**src/rtl/rope_collision_manager.sv**
```systemverilog
// Rope/border and rope/monkey overlap detection per frame, with a grab FSM for the monkey.
// Optional build macro ROPE_TOGGLE_HOLDOFF_EN masks repeat border toggles per rope.
module rope_collision_manager #(
    parameter int ROPES           = 6,
    parameter int IDX_W           = 3,
    parameter int COOLDOWN_FRAMES = 8
) (
    input  logic                   clk,
    input  logic                   reset,
    input  logic                   startOfFrame,
    input  logic [ROPES-1:0]       ropeDR,
    input  logic                   monkeyDR,
    input  logic                   borderDR,
    input  logic [ROPES-1:0][31:0] ropeSpeeds,
    input  logic                   releaseKey,
    output logic [ROPES-1:0]       dirToggle,
    output logic [ROPES-1:0]       monkeyCollision,
    output logic                   holding,
    output logic [IDX_W-1:0]       grabbedRope,
    output logic [31:0]            monkeySpeedX
);

    typedef enum logic [1:0] {FREE, HOLD, COOLDOWN} state_t;

    state_t           state, state_n;
    logic [ROPES-1:0] acc_m, acc_b, snap_m, snap_b, toggle_n;
    logic [7:0]       cool, cool_n;
    logic [IDX_W-1:0] grab_n, low_idx;
    logic [31:0]      speed_n;
    logic             any_hit;

    // Snapshot includes the overlap seen on the startOfFrame cycle itself
    assign snap_m  = acc_m | (ropeDR & {ROPES{monkeyDR}});
    assign snap_b  = acc_b | (ropeDR & {ROPES{borderDR}});
    assign any_hit = |snap_m;
    assign holding = (state == HOLD);

`ifdef ROPE_TOGGLE_HOLDOFF_EN
    logic [ROPES-1:0][1:0] holdoff;

    always_comb begin
        toggle_n = '0;
        for (int i = 0; i < ROPES; i++)
            toggle_n[i] = snap_b[i] && (holdoff[i] == 2'd0);
    end

    always_ff @(posedge clk or posedge reset) begin
        if (reset) begin
            holdoff <= '0;
        end else if (startOfFrame) begin
            for (int i = 0; i < ROPES; i++) begin
                if (toggle_n[i])
                    holdoff[i] <= 2'd2;
                else if (holdoff[i] != 2'd0)
                    holdoff[i] <= holdoff[i] - 2'd1;
            end
        end
    end
`else
    assign toggle_n = snap_b;
`endif

    always_comb begin
        low_idx = '0;
        for (int i = ROPES - 1; i >= 0; i--)
            if (snap_m[i]) low_idx = IDX_W'(i);
    end

    always_comb begin
        state_n = state;
        cool_n  = cool;
        grab_n  = grabbedRope;
        speed_n = monkeySpeedX;
        if (startOfFrame) begin
            unique case (state)
                FREE: begin
                    if (any_hit) begin
                        state_n = HOLD;
                        grab_n  = low_idx;
                        speed_n = ropeSpeeds[low_idx];
                    end
                end
                HOLD: begin
                    if (releaseKey || !snap_m[grabbedRope]) begin
                        state_n = COOLDOWN;
                        cool_n  = 8'(COOLDOWN_FRAMES);
                        grab_n  = '0;
                        speed_n = '0;
                    end else begin
                        speed_n = ropeSpeeds[grabbedRope];
                    end
                end
                COOLDOWN: begin
                    if (cool != 8'd0) cool_n = cool - 8'd1;
                    if (cool <= 8'd1) state_n = FREE;
                end
                default: state_n = FREE;
            endcase
        end
    end

    always_ff @(posedge clk or posedge reset) begin
        if (reset) begin
            state           <= FREE;
            cool            <= '0;
            grabbedRope     <= '0;
            monkeySpeedX    <= '0;
            acc_m           <= '0;
            acc_b           <= '0;
            dirToggle       <= '0;
            monkeyCollision <= '0;
        end else begin
            state        <= state_n;
            cool         <= cool_n;
            grabbedRope  <= grab_n;
            monkeySpeedX <= speed_n;
            if (startOfFrame) begin
                acc_m           <= '0;
                acc_b           <= '0;
                dirToggle       <= toggle_n;
                monkeyCollision <= snap_m;
            end else begin
                acc_m     <= snap_m;
                acc_b     <= snap_b;
                dirToggle <= '0;
            end
        end
    end

endmodule

```
**config.mk**
```make
export PLATFORM = sky130hd
export DESIGN_NAME = rope_collision_manager
export DESIGN_NICKNAME = d
export VERILOG_FILES = /design/src/rtl/rope_collision_manager.sv
export SDC_FILE = /design/constraint.sdc
export NUM_CORES = 1
export LEC_CHECK = 0
export ABC_AREA = 1
export CAP_MARGIN = 40
export CORE_MARGIN = 2
export CORE_UTILIZATION = 47
export DETAILED_ROUTE_END_ITERATION = 7
export MAX_ROUTING_LAYER = met4
export PLACE_DENSITY = 0.88
export SYNTH_ARGS = -nofsm -noshare
export SYNTH_HDL_FRONTEND = slang
export SYNTH_SLANG_ARGS = --single-unit
```
**constraint.sdc**
```tcl
create_clock -name clk -period 4.7 [get_ports clk]
set_input_delay 0.47 -clock clk [delete_from_list [all_inputs] [get_ports clk]]
set_output_delay 0.47 -clock clk [all_outputs]
set_load 0.02 [all_outputs]
```
Yosys cells after proc, flatten, opt, wreduce, memory -nomap -nowiden
Cells that the tools add are included.
{"block": "classes", "magnitude_cmp": 3, "n_reduce_logical": 11, "mux": 28, "bitwise": 4, "n_eq_ne": 6, "add_sub_neg": 1}
{"cell": "32-bit binary-select mux with 3-bit select", "n": 2}
{"cell": "32-bit two-way mux", "n": 4}
{"cell": "32-bit case mux with 2 select lines", "n": 1}
{"cell": "3-bit two-way mux", "n": 8}
{"cell": "6-bit two-way mux", "n": 3}
{"cell": "8-bit two-way mux", "n": 2}
{"cell": "8-bit case mux with 2 select lines", "n": 1}
{"cell": "6-bit AND", "n": 2}
{"cell": "6-bit OR", "n": 2}
{"cell": "4-bit AND reduction", "n": 3}
{"cell": "8-bit by 1-bit less-or-equal comparator with 1-bit output, second input constant", "n": 1}
{"cell": "3-bit by 4-bit < comparator with 1-bit output, second input constant", "n": 2}
{"cell": "8-bit nonzero test", "n": 1}
{"cell": "8-bit by 1-bit subtractor with 8-bit output, second input constant", "n": 1}
{"cell": "2-bit two-way mux", "n": 3}
{"cell": "2-bit inequality test, second input constant", "n": 3}
{"cell": "2-bit case mux with 3 select lines", "n": 1}
{"cell": "3-bit case mux with 2 select lines", "n": 1}
{"cell": "6-bit OR reduction", "n": 1}
{"cell": "2-bit nonzero test", "n": 2}
{"cell": "1-bit binary-select mux with 3-bit select", "n": 1}
{"cell": "3-bit AND reduction", "n": 1}
{"cell": "2-bit by 1-bit equality test with 1-bit output, second input constant", "n": 1}
{"cell": "2-bit equality test, second input constant", "n": 1}
{"cell": "other kinds (5)", "n": 5}
{"block": "totals", "output_inout_bits": 48, "input_bits": 204, "ff_bits": 69}

Longest topological paths before layout
Gate-level depths: netlist of the first run.
{"block": "depth", "depth_word": 12, "ltp_mapped": 14, "ltp_nobuf": 12}

Worst setup path before layout of the first run
OpenSTA, ideal clock, no wires.
{"block": "synth_timing", "path_type": "reg2reg", "from": "register grabbedRope[1]", "to": "register monkeySpeedX[27]", "path_stages_with_launch": 11, "required_time_ps": 4623, "path_slack_ps": 2834, "setup_time_ps": 77, "n_path_buf": 3, "arrival_time_ps": 1789, "path_cell_list": "dfrtp_1 buf_2 inv_2 buf_2 buf_1 o211ai_1 a21oi_1 a21oi_1 o21ai_0 inv_1 a21oi_1"}
{"block": "synth_between", "elab_chain_len": 6, "word_cells_on_any_way": 8, "classes_between": "6 x mux; 2 x reduce/logical"}
{"item": "from (decl)", "line": "19", "rtl": "output logic [IDX_W-1:0] grabbedRope,"}
{"item": "from (signal assigned)", "line": "115", "rtl": "grabbedRope <= grab_n;"}
{"item": "1-bit binary-select mux with 3-bit select", "line": "84", "rtl": "if (releaseKey || !snap_m[grabbedRope]) begin"}
{"item": "1-bit two-way mux (not written as such)", "line": "84"}
{"item": "1-bit logical NOT", "line": "84"}
{"item": "1-bit logical OR", "line": "84"}
{"item": "32-bit two-way mux (*)", "line": "84"}
{"item": "32-bit case mux with 2 select lines (*)", "line": "75", "rtl": "unique case (state)"}
{"item": "to (signal assigned)", "line": "116", "rtl": "monkeySpeedX <= speed_n;"}
{"item": "to (decl)", "line": "20", "rtl": "output logic [31:0] monkeySpeedX"}
Mark *: on every way between the ends. The rest lies on a longest branch, timed or not. The select of a mux whose other input is x is not followed.
A chain may end at the register's enable or synchronous reset.

Worst setup path after layout of the first run
{"block": "layout_timing", "from": "input monkeyDR", "to": "register monkeySpeedX[10]"}
{"block": "layout_between", "elab_chain_len": 12, "word_cells_on_any_way": 20, "classes_between": "1 x eq/ne; 13 x mux; 2 x bitwise; 4 x reduce/logical"}
{"item": "from (decl)", "line": "12", "rtl": "input logic monkeyDR,"}
{"item": "6-bit AND (*)", "line": "33", "rtl": "assign snap_m = acc_m | (ropeDR & {ROPES{monkeyDR}});"}
{"item": "6-bit OR (*)", "line": "33"}
{"item": "3-bit two-way mux (6 in a row)", "line": "66", "rtl": "if (snap_m[i]) low_idx = IDX_W'(i);"}
{"item": "32-bit binary-select mux with 3-bit select", "line": "80", "rtl": "speed_n = ropeSpeeds[low_idx];"}
{"item": "32-bit two-way mux (not written as such)", "line": "80"}
{"item": "32-bit two-way mux", "line": "77", "rtl": "if (any_hit) begin"}
{"item": "32-bit case mux with 2 select lines", "line": "75"}
Marks and branches as above.

==> metrics.yaml, run 1 <==
status: "completed"
cts_made_buffers: 9
cp.required_ns: 4.96
dp_hpwl_um: 18300
overflow: 0
rows: 46
worstSetupPathType: "input port to flop"
wl_per_cell_um: 15.9
clock.fmax_mhz: 298
netlist-cell-type-count: 31
crit_path_frequent_cell: "nand2_1"
tns_ns: 0
n_antenna_cell: 0
globalplace.congestion: 0.920
drv_cap: 0
synth_ff_type: "dfrtp_1"
irDropWorstVdd_mv: 0.249
post-route-min-period_ns: 3.36
first_iter_violations: 923
avgSynthCellArea_um2: 5.74
dieArea_um2: 17100
grt_antenna_before_repair: 0
r2r_slack_ns: 1.80
worstPathCellList: "clkdlybuf4s50_1 -> a21oi_2 -> nand2_1 -> nand2_4 -> nand2_2 -> buf_4 -> nand2_1 -> nand3_1 -> nand3_1 -> nand2_1 -> a21oi_1"
cts_resized: 0
layout-drive-gt1-share_pct: 5.34
routed_via_density: 5.57
rsz0062_at_grt: "false"
drc: 0
cts_buffer_depth: 2
clock-sinks: 69
synthesis.nets: 1521
yosysSeqAreaShare_pct: 22.9
critPathTopFamily: "simple AND/OR/NAND/NOR gates"
synth_seq_cells: 69
finalClockSkew_ns: 0.0105
yosys_warnings: 0
grt_usage_pct: 32.4
grt_pass1_vias: 9005
tightest_slew_ns: 0.880
cts.clk_slew.worst_paths_ns: 0.06
hold_viol: 0
pin_count: 252
firstDrtPassIters: 5
cts_tree: "done"
whs_ns: 0.479
cellPowerDensity_nw_per_um2: 439
finalCritPeriodShare_pct: 71.5
synth_edf_count: 0
die_x_um: 131
maxSlewViolCount: 0
cpPeakStageDelay_ns: 0.62
syn_to_final_growth_pct: 36.3
start_util_pct: 47.8
grt_start_max_net_pins: 96
cts-hold-fix-buffers: 0
cpMaxStageDelayCell: "nand2_2"
htree_num_levels: 3
nets: 1700
grt_pass1_wl_um: 42900
port_buffers: 251
startpoint_type: "input port"
syn_area_um2: 7540
finalSetupViolCount: 0
synth_cells: 1315
end_kind: "flop"
post-route-util_pct: 65.2
slew_headroom_pct: 41.3
min_path_type: "flop to flop"
cp.arrival_ns: 3.62
root_buffer: "clkbuf_16"
clk_latency_ns: 0.34
ant_nets: 0
leakage_nw: 5.02
coreArea_um2: 15800
routed_wl_um: 27300
crit_fanout: 60
postSynth.asyncResetShare_pct: 100
post_cts_buffers: 0
vias: 9546
crit_buf_inv: 2
die_h_um: 131
==> sequential cells by signal (all words and copies together) (netlist names) <==
| signal | cells |
|---|---|
| acc_b | 6 |
| acc_m | 6 |
| cool | 8 |
| dirToggle | 6 |
| grabbedRope | 3 |
| monkeyCollision | 6 |
| monkeySpeedX | 32 |
| state | 2 |
==> placed cells by master, fill, tap and decap left out, drive strengths merged <==
cell and count:
clkdlybuf4s50 251, dfrtp 69, clkinv 27, nand2 200, bufinv 1, clkbuf 9
or2 34, a31oi 3, o211ai 29, xnor2 1, o2111ai 1, nor3 1
o21ai 111, a21oi 201, o31ai 5, clkinvlp 1, ha 2, nand4 1
nor4 3, inv 221, xor2 3, buf 18, nand3 201, nor2 106
==> worst paths after layout <==
path | start | cells after the start | to
worst min-delay path | acc_b[5]$_DFF_PP0_ | 2 | dirToggle[5]$_DFF_PP0_
worst max-delay path | monkeyDR | 11 | monkeySpeedX[10]$_DFFE_PP0P_
worst max register to register | acc_m[2]$_DFF_PP0_ | 10 | monkeySpeedX[10]$_DFFE_PP0P_
worst min register to register | acc_b[5]$_DFF_PP0_ | 2 | dirToggle[5]$_DFF_PP0_
max in group asynchronous | reset | 3 | dirToggle[3]$_DFF_PP0_
min in group asynchronous | reset | 2 | monkeySpeedX[19]$_DFFE_PP0P_
==> layer usage <==
layer	track usage, %	vias to the layer above	part of all wire, %
met4	16.6	0	4.7
met3	5.50	114	9.1
met1	39.6	4274	40
met2	51.8	567	46
li1	-	4591	-
met5	-	-	0
==> cells in the mapped netlist (2+ instances only) <==
| cell type | instances | area [µm²] |
|---|---|---|
| inv_1 | 215 | 807 |
| nand3_1 | 201 | 1010 |
| nand2_1 | 198 | 743 |
| a21oi_1 | 184 | 921 |
| o21ai_0 | 111 | 556 |
| nor2_1 | 104 | 390 |
| dfrtp_1 | 69 | 1730 |
| clkbuf_1 | 45 | 169 |
| buf_2 | 34 | 170 |
| o211ai_1 | 29 | 218 |
| clkinv_1 | 21 | 78.8 |
| or2_0 | 21 | 131 |
| a21oi_2 | 16 | 140 |
| or2_2 | 13 | 81.3 |
| buf_1 | 8 | 30.0 |
| buf_6 | 8 | 90.1 |
| inv_2 | 7 | 26.3 |
| buf_4 | 6 | 45.0 |
| o31ai_1 | 5 | 37.5 |
| a31oi_1 | 3 | 18.8 |
| nor4_1 | 3 | 18.8 |
| xor2_1 | 3 | 26.3 |
| ha_1 | 2 | 25.0 |
| nand2_2 | 2 | 12.5 |
==> cell families after synthesis <==
group	synth area share, %
buf+inv	18.8
fa+ha+maj	0.332
xor+xnor	0.465
flops	22.9
simple gates	32.1
compound gates	25.4
==> final cells by class <==
class                   count  area (µm²)
repair buffers            269        2650
fillers                  1467        5490
flip-flops and latches     69        1730
well taps                 216         270
multi-input cells         902        4420
inverters                 243         917
clock inverters             7        73.8
clock buffers               9         225
==> worst register-to-register path: cells and delay by family, from the launching register on <==
kind                   cells  cell delay, ns
AND/OR/NAND/NOR            7            1.61
buffers and inverters      1            0.43
AO/OA/AOI/OAI              2            0.41
flip-flops                 1            0.38
==> power by group <==
part           internal [mW]  switching [mW]  leakage [nW]
clock                  0.413           0.282         0.146
combinational           1.11            1.74          4.03
sequential             0.798           0.170         0.840
total                   2.32            2.20          5.02
==> through the flow <==
| stage | power, mW | area [µm²] | worst slack, ns | std cells |
|---|---|---|---|---|
| floorplan | 2.84 | 7540 | 2.49 | 1315 |
| global placement | 3.71 | 9980 | 1.18 | 1699 |
| detailed placement | 3.77 | 9980 | 1.04 | 1699 |
| CTS | 4.48 | 10300 | 1.42 | 1715 |
| global route | 4.87 | 10300 | 1.10 | 1715 |
| finish | 4.51 | 10300 | 1.34 | 1715 |
Note: power is estimated with default switching activity, not from simulation.
==> inputs of run 2 (changes only) <==
clock period = 3.2 ns   (was 4.7 ns; I/O delays follow)
==> metrics.yaml, run 2 (synthesized netlist as in run 1, its figures left out) <==
status: "completed"
clock.fmax_mhz: 408
layout_common_cells: "251 x clkdlybuf4s50_1, 213 x inv_1, 201 x nand3_1"
slew_headroom_pct: 45.3
rsz0062_at_grt: "false"
crit_fanout: 16
maxSlewViolCount: 0
grt_antenna_before_repair: 0
grt_usage_pct: 31.8
cpPeakStageDelay_ns: 0.59
drc: 0
cpMaxStageDelayCell: "clkdlybuf4s50_1"
final_common_cell: "clkdlybuf4s50_1"
wl_per_cell_um: 15.5
die_x_um: 131
layout-drive-gt1-share_pct: 5.90
hold_viol: 0
post_cts_buffers: 0
n_antenna_cell: 0
min_path_type: "input port to asynchronous set/reset pin"
dieArea_um2: 17100
grt_start_max_net_pins: 135
first_iter_violations: 773
grt_pass1_vias: 8865
overflow: 0
tns_ns: 0
rows: 46
end_kind: "flop"
r2r_slack_ns: 0.84
routed_wl_um: 26700
leakage_nw: 5.09
startpoint_type: "input port"
largest_reg_flops: 32
root_buffer: "clkbuf_16"
nFillCells: 1427
finalSetupViolCount: 0
ant_nets: 0
cts_made_buffers: 9
drv_cap: 0
routed_via_density: 5.49
globalplace.congestion: 0.873
irDropWorstVdd_mv: 0.552
tightest_slew_ns: 0.819
cts_buffer_depth: 2
syn_to_final_growth_pct: 38.4
finalClockSkew_ns: 0.00711
regMostFlops: "monkeySpeedX"
pin_count: 252
vias: 9470
htree_num_levels: 3
cts.clk_slew.worst_paths_ns: 0.06
p_total_mw: 6.72
cellPowerDensity_nw_per_um2: 644
ff2ff_path_depth: 7
finalCritPeriodShare_pct: 76.5
grt_pass1_wl_um: 42300
cts_tree: "done"
crit_path_frequent_cell: "nand2_1"
clock-sinks: 69
r2r_end: "cool[3]$_DFFE_PP0P_"
clk_latency_ns: 0.34
worstPathCellList: "clkdlybuf4s50_1 -> a21oi_2 -> nor2_1 -> nor2_1 -> o21ai_0 -> nand2_1 -> nand2_1 -> nand2_2 -> nand2_1 -> o21ai_0 -> nand3_1"
port_buffers: 251
cp.required_ns: 3.42
firstDrtPassIters: 5
cts-hold-fix-buffers: 0
largest_registers: "monkeySpeedX (32), cool (8)"
cts_resized: 0
dp_hpwl_um: 18200
worstSetupPathType: "input port to flop"
post-route-min-period_ns: 2.45
die_h_um: 131
cp.arrival_ns: 2.67
start_util_pct: 47.8
timing.rr.start: "grabbedRope[0]$_DFFE_PP0P_"
coreArea_um2: 15800
nets: 1709
[run 2: cell count changes in the layout (fill, tap and decap cells not counted)]
cell | before | now
inv_6 | 1 | 3
clkinv_2 | 4 | 2
buf_12 | 0 | 5
buf_4 | 18 | 21
buf_16 | 0 | 1
[run 2: through the flow]
step	worst slack, ns	util [%]	instance area, µm²	hold slack [ns]	std cells
final	0.751	66.2	10400	0.262	1724
after global routing	0.479	66.2	10400	0.301	1724
after CTS	0.779	66.2	10400	0.271	1724
after detailed placement	0.416	64.2	10100	0.472	1708
after global placement	0.474	64.1	10100	0.461	1707
after floorplan	1.14	-	7540	0.386	1315
[run 2: cell type report]
cell class	instances	area, µm²	area share (%)
clock inverters	7	81.3	0.779
flip-flops and latches	69	1730	16.6
inverters	243	917	8.79
well taps	216	270	2.59
clock buffers	9	225	2.16
repair buffers	278	2800	26.8
multi-input cells	902	4420	42.3
[run 2: worst max-delay path, delay by kind of cell]
kind | cells | cell delay, ns
AO/OA/AOI/OAI | 3 | 0.73
buffers and inverters | 1 | 0.59
AND/OR/NAND/NOR | 7 | 1.02
[run 2: worst max path at each step]
stage	slack, ns	depth (start not counted)	end	from
after CTS	0.78	11	cool[3]$_DFFE_PP0P_	monkeyDR
final	0.75	11	cool[3]$_DFFE_PP0P_	monkeyDR
after detailed placement	0.42	11	cool[3]$_DFFE_PP0P_	monkeyDR
after floorplan	1.14	1	acc_b[0]$_DFF_PP0_	reset
after global routing	0.48	11	cool[3]$_DFFE_PP0P_	monkeyDR
after global placement	0.47	11	cool[3]$_DFFE_PP0P_	monkeyDR
[run 2: routing by layer]
metal	part of all wire, %	track usage (%)
met1	39	38.5
met2	47	52.7
met3	10	4.72
met4	3.9	14.0
met5	0	-
[run 2: report_power, final]
group	switching [mW]	internal, mW
Sequential	0.269	1.17
Combinational	2.53	1.70
Clock	0.434	0.615
Total	3.23	3.49
==> inputs of run 3 (changes only) <==
CORE_UTILIZATION = 43   (was 47)
PLACE_DENSITY = 0.85   (was 0.88)
clock period = 2 ns   (was 3.2 ns; I/O delays follow)
==> metrics.yaml, run 3 (synthesized netlist as in run 1, its figures left out) <==
cts-hold-fix-buffers: 0
drv_cap: 0
dpl_cell_area_um2: 10500
finalSetupViolCount: 0
cpPeakStageDelay_ns: 0.67
globalplace.congestion: 0.908
numPlacedInstances: 1754
drc: 1
pin_count: 252
cp.required_ns: 1.80
cts.clk_slew.worst_paths_ns: 0.06
root_buffer: "clkbuf_16"
crit_buf_inv: 2
largest_registers: "monkeySpeedX (32), cool (8)"
maxSlewViolCount: 0
clock.fmax_mhz: 519
grt_pass1_vias: 8944
grt_start_max_net_pins: 83
startpoint_type: "flop"
worstSetupPathType: "flop to output port"
finalCritPeriodShare_pct: 96.3
post-route-min-period_ns: 1.93
irDropWorstVdd_mv: 0.642
tns_ns: 0
grt_antenna_before_repair: 0
p_total_mw: 11.2
clock-sinks: 69
rows: 48
hold_viol: 0
ant_nets: 0
r2r_slack_ns: 0.12
overflow: 0
die_h_um: 136
grt_pass1_wl_um: 43300
status: "complete, but fails checks"
layout_common_cells: "249 x clkdlybuf4s50_1, 213 x inv_1, 201 x nand3_1"
cts_made_buffers: 9
cts_buffer_depth: 2
regMostFlops: "monkeySpeedX"
worstPathCellList: "buf_6 -> clkdlybuf4s50_1"
cpMaxStageDelayCell: "clkdlybuf4s50_1"
firstDrtPassIters: 8
die_x_um: 136
rsz0062_at_grt: "false"
finalClockSkew_ns: 0.00290
start_util_pct: 43.8
cellPowerDensity_nw_per_um2: 1020
setup.worst_path.start: "grabbedRope[0]$_DFFE_PP0P_"
path_depth: 2
first_iter_violations: 844
final_common_cell: "clkdlybuf4s50_1"
post-route-util_pct: 64.0
fin_cells: 1777
coreArea_um2: 17200
port_buffers: 251
cts_tree: "done"
routed_via_density: 5.39
grt_usage_pct: 29.8
slew_headroom_pct: 66.1
violations: "design-rule violations"
setup.worst_path.end: "grabbedRope[0]"
wl_per_cell_um: 15.7
dp_hpwl_um: 19300
post-route-cell-area_um2: 11000
nets: 1753
largest_reg_flops: 32
clk_latency_ns: 0.33
vias: 9584
cp.arrival_ns: 1.73
syn_to_final_growth_pct: 46.3
n_antenna_cell: 0
htree_num_levels: 3
routed_wl_um: 27900
layout-drive-gt1-share_pct: 8.83
min_path_type: "input port to asynchronous set/reset pin"
leakage_nw: 5.40
dieArea_um2: 18600
critPathTopFamily: "buffers and inverters"
timing.rr.start: "acc_m[2]$_DFF_PP0_"
ff2ff_path_depth: 11
crit_fanout: 29
end_kind: "output port"
tightest_slew_ns: 0.509
r2r_end: "monkeySpeedX[7]$_DFFE_PP0P_"
-- run 3: cell types whose count changed in the layout (fill, tap and decap cells not counted), moves of 2 or more --
cell	delta
a21oi_1	-2
a21oi_4	+2
buf_12	+12
buf_4	+24
buf_6	+6
clkbuf_16	+2
clkdlybuf4s50_1	-2
clkinvlp_4	+2
inv_6	-2
o21ai_0	-5
o21ai_1	+5
-- run 3: metrics by stage --
| stage | setup slack [ns] | hold WS, ns |
|---|---|---|
| finish | 0.0749 | 0.263 |
| global route | 0.00143 | 0.308 |
| CTS | 0.0725 | 0.284 |
| detailed placement | -0.227 | 0.469 |
| global placement | -0.196 | 0.460 |
| floorplan | 0.0601 | 0.266 |
-- run 3: worst min-delay path: cells and delay by family --
family	cells	cell delay (ns)
buf+inv	3	0.79
-- run 3: report_power, final --
part           leakage (nW)  total, mW  internal, mW  switching (mW)
sequential            0.840       2.24          1.88           0.367
clock                 0.141       1.65          1.01           0.646
combinational          4.42       7.32          3.03            4.28
-- run 3: routing by layer --
| layer | wire length [µm] | GRT usage (%) | up-vias | part of all wire (%) |
|---|---|---|---|---|
| li1 | - | - | 4694 | - |
| met1 | 11200 | 36.4 | 4302 | 40 |
| met5 | 0 | - | - | 0 |
| met3 | 2610 | 4.33 | 58 | 9.3 |
| met4 | 601 | 10.9 | 0 | 2.2 |
| met2 | 13500 | 49.9 | 530 | 48 |
-- run 3: layout make-up --
type	instances	area (µm²)
Clock buffer	10	239
Clock inverter	6	70.1
Fill cell	1535	6200
Inverter	243	917
Multi-Input combinational cell	902	4460
Sequential cell	69	1730
Tap cell	225	282
Timing Repair Buffer	322	3340
-- run 3: how the worst min path moves through the flow --
stage / endpoint / slack [ns] / depth (start not counted)
6_report: acc_b[4]$_DFF_PP0_ / 0.26 / 3
5_1_grt: acc_b[4]$_DFF_PP0_ / 0.31 / 3
4_1_cts: dirToggle[4]$_DFF_PP0_ / 0.28 / 3
3_5_place_dp: dirToggle[2]$_DFF_PP0_ / 0.47 / 2
3_3_place_gp: acc_b[0]$_DFF_PP0_ / 0.46 / 2
2_1_floorplan: acc_b[5]$_DFF_PP0_ / 0.27 / 1
-- run 3: repair_timing --
| action | CTS | global route |
|---|---|---|
| gates cloned | 0 | 3 |
| endpoints found under the setup margin | 2 | 44 |
| gates resized for setup | 2 | 19 |
| setup buffers | 0 | 4 |
| pin swaps | 0 | 5 |
